===== src/rtl/mojo_arith_pkg.sv =====
// Shared arithmetic definitions for the lock-loop multiplier and divider.
// Holds the FSM state type, shift pass-through codes and datapath widths.
package mojo_arith_pkg;

    localparam int OPW  = 16;
    localparam int RESW = 32;

    localparam logic [3:0] SHIFT_PASS_IN0 = 4'h0;
    localparam logic [3:0] SHIFT_PASS_IN1 = 4'hF;

    typedef enum logic [1:0] {
        IDLE,
        MUL,
        FIX,
        SCALE
    } state_t;

endpackage


===== src/rtl/multiplier.sv =====
// Sequential signed x unsigned 16x16 shift-add multiplier with arithmetic right-shift.
// Optional MULTIPLIER_ROUND_EN rounds the final shift half toward +inf.
module multiplier
    import mojo_arith_pkg::*;
(
    input  logic            clk,
    input  logic            rst,
    input  logic            once,
    output logic            done,
    input  logic [OPW-1:0]  in0,
    input  logic [OPW-1:0]  in1,
    input  logic [3:0]      shift,
    output logic [RESW-1:0] out
);

    state_t           r_state;
    state_t           w_next;
    logic             r_sign;
    logic [OPW-1:0]   r_mag;
    logic [OPW-1:0]   r_mplr;
    logic [3:0]       r_shift;
    logic [3:0]       r_cnt;
    logic [RESW-1:0]  r_acc;
    logic [RESW-1:0]  r_out;
    logic             r_done;
    logic             w_bypass;
    logic [OPW-1:0]   w_mag;
    logic [RESW-1:0]  w_addend;
    logic [RESW-1:0]  w_scaled;

    assign w_bypass = (shift == SHIFT_PASS_IN0) || (shift == SHIFT_PASS_IN1);
    assign w_mag    = in0[OPW-1] ? (~in0 + 16'd1) : in0;
    assign w_addend = r_mplr[r_cnt] ? ({16'h0, r_mag} << r_cnt) : 32'h0;

`ifdef MULTIPLIER_ROUND_EN
    // 33-bit sum keeps the rounding bias from wrapping the accumulator
    logic signed [RESW:0] w_half;
    assign w_half   = 33'sd1 << (r_shift - 4'd1);
    assign w_scaled = 32'(($signed({r_acc[RESW-1], r_acc}) + w_half) >>> r_shift);
`else
    assign w_scaled = 32'($signed(r_acc) >>> r_shift);
`endif

    always_comb begin
        w_next = r_state;
        unique case (r_state)
            IDLE:    if (once && !w_bypass) w_next = MUL;
            MUL:     if (r_cnt == 4'd15) w_next = FIX;
            FIX:     w_next = SCALE;
            SCALE:   w_next = IDLE;
            default: w_next = IDLE;
        endcase
    end

    always_ff @(posedge clk or posedge rst) begin
        if (rst) begin
            r_state <= IDLE;
        end else begin
            r_state <= w_next;
        end
    end

    always_ff @(posedge clk or posedge rst) begin
        if (rst) begin
            r_sign  <= 1'b0;
            r_mag   <= '0;
            r_mplr  <= '0;
            r_shift <= '0;
            r_cnt   <= '0;
            r_acc   <= '0;
            r_out   <= '0;
            r_done  <= 1'b0;
        end else begin
            r_done <= 1'b0;
            unique case (r_state)
                IDLE: begin
                    if (once) begin
                        if (shift == SHIFT_PASS_IN0) begin
                            r_out  <= {16'h0, in0};
                            r_done <= 1'b1;
                        end else if (shift == SHIFT_PASS_IN1) begin
                            r_out  <= {16'h0, in1};
                            r_done <= 1'b1;
                        end else begin
                            r_sign  <= in0[OPW-1];
                            r_mag   <= w_mag;
                            r_mplr  <= in1;
                            r_shift <= shift;
                            r_acc   <= '0;
                            r_cnt   <= '0;
                        end
                    end
                end
                MUL: begin
                    r_acc <= r_acc + w_addend;
                    r_cnt <= r_cnt + 4'd1;
                end
                FIX: begin
                    if (r_sign) r_acc <= 32'd0 - r_acc;
                end
                SCALE: begin
                    r_out  <= w_scaled;
                    r_done <= 1'b1;
                end
                default: ;
            endcase
        end
    end

    assign out  = r_out;
    assign done = r_done;

endmodule


===== config.mk =====
export PLATFORM = sky130hd
export DESIGN_NAME = multiplier
export DESIGN_NICKNAME = d
export VERILOG_FILES = /design/src/rtl/mojo_arith_pkg.sv /design/src/rtl/multiplier.sv
export SDC_FILE = /design/constraint.sdc
export NUM_CORES = 1
export LEC_CHECK = 0
export ABC_AREA = 1
export BUFFER_PORTS_ARGS = -buffer_cell sky130_fd_sc_hd__clkbuf_2
export CAP_MARGIN = 25
export CORE_UTILIZATION = 45
export CTS_CLUSTER_SIZE = 16
export DETAILED_ROUTE_END_ITERATION = 8
export PLACE_DENSITY = 0.64
export RECOVER_POWER = 25
export SETUP_SLACK_MARGIN = 0.5
export SLEW_MARGIN = 10
export SYNTH_ARGS = -nofsm -noshare
export SYNTH_HDL_FRONTEND = slang
export SYNTH_SLANG_ARGS = --single-unit
export TNS_END_PERCENT = 100

===== constraint.sdc =====
create_clock -name clk -period 4.55 [get_ports clk]
set_input_delay 0.6825 -clock clk [delete_from_list [all_inputs] [get_ports clk]]
set_output_delay 0.6825 -clock clk [all_outputs]
set_load 0.1 [all_outputs]

Word level (Yosys, flattened, before mapping)
Index checks and enable logic that the tools add are counted.

Bits in read-only memories: 0. Input bits: 39. Memory bits (writable): 0. Output and inout bits: 33. Memories kept: 0. Register bits after elaboration: 108. Latch bits: 0. Word-level logic and storage cells: 68.

Shift-type cells: 2. Bitwise gates (word level): 3. Div/mod/pow operators: 0. $mul: 0. Reduce and logical (&&, ||, !) cells: 13. Eq/ne operators: 12. Order comparisons: 1. Muxes and demuxes: 24. Add/sub/neg operators: 4.

Operators by type and width (count): $mux W32 (8); $pmux W32 S3 (1); $pmux W32 S2 (1); $add A32 B32 Y32 (1); $shl A16 B4 Y32 (1); $sshr A32 B4 Y32 (1); $sub A1 B32 Y32 const A (1); $add A16 B1 Y16 const B (1); $mux W16 (1); $not A16 Y16 (1); $mux W4 (3); $ne A2 B2 Y1 const B (6); $eq A4 B4 Y1 const B (2); $pmux W2 S4 (1); $pmux W4 S2 (1); $reduce_and A4 Y1 (2); $lt A4 B5 Y1 const B (1); $reduce_and A5 Y1 (1); $add A4 B1 Y4 const B (1); $bmux W1 S4 (1); $eq A2 B2 Y1 const B (2); $logic_not A4 Y1 (1); $mux W1 (4); $mux W2 (2); 12 further kinds (14).

Logic depth before layout (Yosys ltp)
Word-level depth: 6. Gate-level depth with buffers: 27. Depth with buffers taken out: 26.

Worst setup path before layout
OpenSTA, ideal clock, no wires.

Path kind: reg-to-reg. From: register r_cnt[0]. To: register r_acc[13]. Library setup time: 122 ps. Arrival time: 2662 ps. Setup slack: 1767 ps. Period minus slack after synthesis: 2783 ps. Stages on the path, launching flop included: 23. Buffers on the path: 2. Cells stage by stage: dfrtp_1 buf_4 o21ai_0 o21ai_0 o21ai_2 inv_1 o21ai_2 nand2_2 buf_6 nand2_1 inv_1 ha_1 nand2_1 inv_1 nand2_1 inv_1 a21oi_1 nand2_1 or2_2 nand3_1 nand2_1 nand2_1 o21ai_1.

Longest elaborated chain between the ends: 5. Elaborated cells on any way between the ends: 6. Classes of those cells: 1 x add/sub; 1 x shift; 4 x mux.

Ends and longest elaborated chain: start: declaration (RTL line multiplier.sv:22) `logic [3:0] r_cnt;`; start signal: assignment (RTL line multiplier.sv:96) `r_cnt <= r_cnt + 4'd1;`; $bmux W1 S4 (RTL line multiplier.sv:33) `assign w_addend = r_mplr[r_cnt] ? ({16'h0, r_mag} << r_cnt) : 32'h0;`; $mux W1 (not written as such) (RTL line multiplier.sv:33); $mux W32 (*) (RTL line multiplier.sv:33); $add A32 B32 Y32 (*) (RTL line multiplier.sv:95) `r_acc <= r_acc + w_addend;`; $pmux W32 S3 (*) (RTL line multiplier.sv:75) `unique case (r_state)`; end signal: assignment (RTL line multiplier.sv:95); end signal: assignment (RTL line multiplier.sv:99) `if (r_sign) r_acc <= 32'd0 - r_acc;`; end: declaration (RTL line multiplier.sv:23) `logic [RESW-1:0] r_acc;`.

Every way passes the cells marked *; elsewhere a longest branch is shown, timed or not. The select of a mux whose other input is x is not followed. A chain may end at the register's enable or synchronous reset.

Worst setup path in the final report
From: register r_cnt[2]. To: register r_acc[24].

The elaborated chain is that of the path after synthesis.

==> impl_metrics.tcl <==
set metrics [dict create \
    criticalPathCategory "register to register" \
    final_cells 2147 \
    critical_path_required_ps 4810 \
    use_met3 0.0286 \
    die_w_um 156 \
    initial_core_util 0.464 \
    min_period_ps 3670 \
    gr-usage-all-layers 0.299 \
    clkSinkCount 108 \
    holdWs_ps 475 \
    antenna_found_initial 0 \
    crit_path_cell_trace "inv_1, buf_4, nand3_1, nand3_2, nand2_2, nand2_1, inv_1, ha_1, nand2_1, inv_1, nand2_1, nor3_1, nand3_1, nand3_1, nand2_1, nand3_1, nand2_1, nand2_1, nand2_1" \
    whs_path_depth 2 \
    cp-end-kind "register" \
    cts_tree "built" \
    met1_usage 0.448 \
    viasPerCell 5.33 \
    drtIter0Drc 996 \
    synth_edf_count 0 \
    grt_pass1_vias 10327 \
    hp-class "register to register" \
    wl_per_cell_um 16.4 \
    portBuffers 71 \
    die_h_um 156 \
    syn_to_final_growth_pct 7.50 \
    netlist_area_mm2 0.0106 \
    startpoint_type "register" \
    slew-limit-headroom -0.245 \
    grt_start_max_net_pins 44 \
    hold_buffers 0 \
    hold_viol 0 \
    grt.overflow.total 0 \
    synth_area_leaders "dfrtp_1, nand2_1, o21ai_0" \
    setup_viol_count_final 0 \
    dpl.hpwl_mm 28.3 \
    post-route-period-util 0.806 \
    grt_pass1_wl_mm 56.0 \
    path_clk_slew_ps 80 \
    insertion_delay_ps 370 \
    nNetsFinal 1908 \
    ant_nets 0 \
    drt_first_pass_iters 5 \
    yosysTopAreaCell "dfrtp_1" \
    wl_mm 35.2 \
    rsz0062_at_grt "no" \
    globalplace.congestion 1.03 \
    synth_seq_area_share 0.254 \
    synthArstFlopShare 1.00 \
    drive_gt1_frac 0.0758 \
    n_antenna_cell 0 \
    synth_top_area_share 0.254 \
    vias 11434 \
    synth-main-ff-cell "dfrtp_1" \
    max_cap_violations 2 \
    fmax_mhz 273 \
    finish.utilization 0.498 \
    rows 55 \
    cts_made_buffers 9 \
    synth-seq-cells 108 \
    die_area_mm2 0.0242 \
    cp.arrival_ps 3930 \
    cp.depth 19 \
    pin_count 72 \
    critPathMaxStageDelay_ps 550 \
    placedCellCount 2131 \
    clockBufferDepth 2 \
    cp_max_fo 24 \
    worst_path_most_repeated_cell "nand2_1" \
    violations "capacitance limit, slew limit" \
    crit_family "simple AND/OR/NAND/NOR gates" \
    htree_levels 3 \
    synth_cell_type_count 48 \
    syn_inst 1803 \
    synth.avg_cell_area_um2 5.89 \
    yosys.cell_count.top_type "nand2_1" \
    top_usage_layer "met2" \
    ys_warn_count 0 \
    drv_slew 72 \
    fin_tns_setup_ps 0 \
    status "finished with violations" \
    crit_buf_inv 4 \
    root_buffer "clkbuf_16" \
    synth_fp_nets 1882 \
    synth_common_cells "nand2_1, inv_1, o21ai_0, nor2_1, nand3_1" \
    drcViolationCount 0 \
    r2r_cells 19 \
    fin_worst_skew_ps 15.5 \
    worst_pin_slew_ps 1870 \
    crit_path_top_delay_cell "dfrtp_2" \
    grtUsageMet2 0.455 \
    core_area_mm2 0.0229 \
]
state kept, by name, summed over array words and instances, names as in the netlist:
signal and count:
r_cnt 4, r_shift 4, r_mag 16, done 1
r_mplr 16, r_state 2, out 32, r_sign 1
r_acc 32
cells by family after synthesis:
logic type                 after synthesis  share of synthesized area
AOI/OAI and AO/OA                      345                      0.173
xor gates and xnor gates                13                     0.0107
adders and majority gates               40                     0.0478
buffers and inverters                  301                      0.116
DFF                                    108                      0.254
muxes                                   20                     0.0188
and+or+nand+nor                        976                      0.379
per-layer routing:
| layer | wire (µm) | vias to the layer above |
|---|---|---|
| met5 | 0 | - |
| met4 | 723 | 0 |
| met3 | 2220 | 43 |
| met2 | 15000 | 378 |
| met1 | 17300 | 5175 |
| li1 | - | 5838 |
path summary, 6_finish.rpt:
check                                        from  slack (ps)                endpoint
setup / recovery             r_cnt[2]$_DFFE_PP0P_         880   r_acc[24]$_DFFE_PP0P_
hold / removal             r_mplr[12]$_DFFE_PP0P_         480  r_mplr[12]$_DFFE_PP0P_
setup reg to reg             r_cnt[2]$_DFFE_PP0P_         880   r_acc[24]$_DFFE_PP0P_
hold reg to reg            r_mplr[12]$_DFFE_PP0P_         480  r_mplr[12]$_DFFE_PP0P_
max in group asynchronous                     rst        1570   r_mplr[9]$_DFFE_PP0P_
min in group asynchronous                     rst         650     out[27]$_DFFE_PP0P_
worst register-to-register path, cell delays in order (launching register included):
cell     delay (ps)
dfrtp_2         550
inv_1           140
buf_4           250
nand3_1         230
nand3_2         240
nand2_2         250
nand2_1         150
inv_1            80
ha_1            370
nand2_1         120
inv_1            90
nand2_1         100
nor3_1          250
nand3_1         160
nand3_1         110
nand2_1          50
nand3_1         190
nand2_1         100
nand2_1          70
nand2_1          50
stage by stage:
stage                     instance area [µm²]  worst slack [ps]
after detailed placement                11100               713
final                                   11400               883
after floorplan                         10600              1020
after global placement                  11100               793
after CTS                               11400               682
after global routing                    11400               520
layout make-up:
class	count	area (µm²)
Fill cell	2482	11500
Multi-Input combinational cell	1394	6690
Sequential cell	108	2710
Inverter	232	872
Timing Repair Buffer	84	449
Tap cell	313	392
Clock buffer	9	225
Clock inverter	7	88.8
cell usage in the layout (no fill, tap or decap), drive strengths merged, types with 4 or more instances in the layout:
cell type	count
a21oi	73
a31oi	4
buf	12
clkbuf	81
clkinv	8
dfrtp	108
ha	39
inv	230
mux2i	20
nand2	663
nand3	123
nand4	17
nor2	139
nor3	11
o211ai	14
o21ai	233
o21bai	6
o22ai	5
or2	16
xnor2	4
xor2	9
what timing repair did:
item,4_1_cts,5_1_grt
buffers inserted,0,0
resized for setup,0,3
setup endpoints to repair,0,23
Power is not shown: default switching activity piles up to over one toggle a cycle in this logic, so the estimate is an artifact.
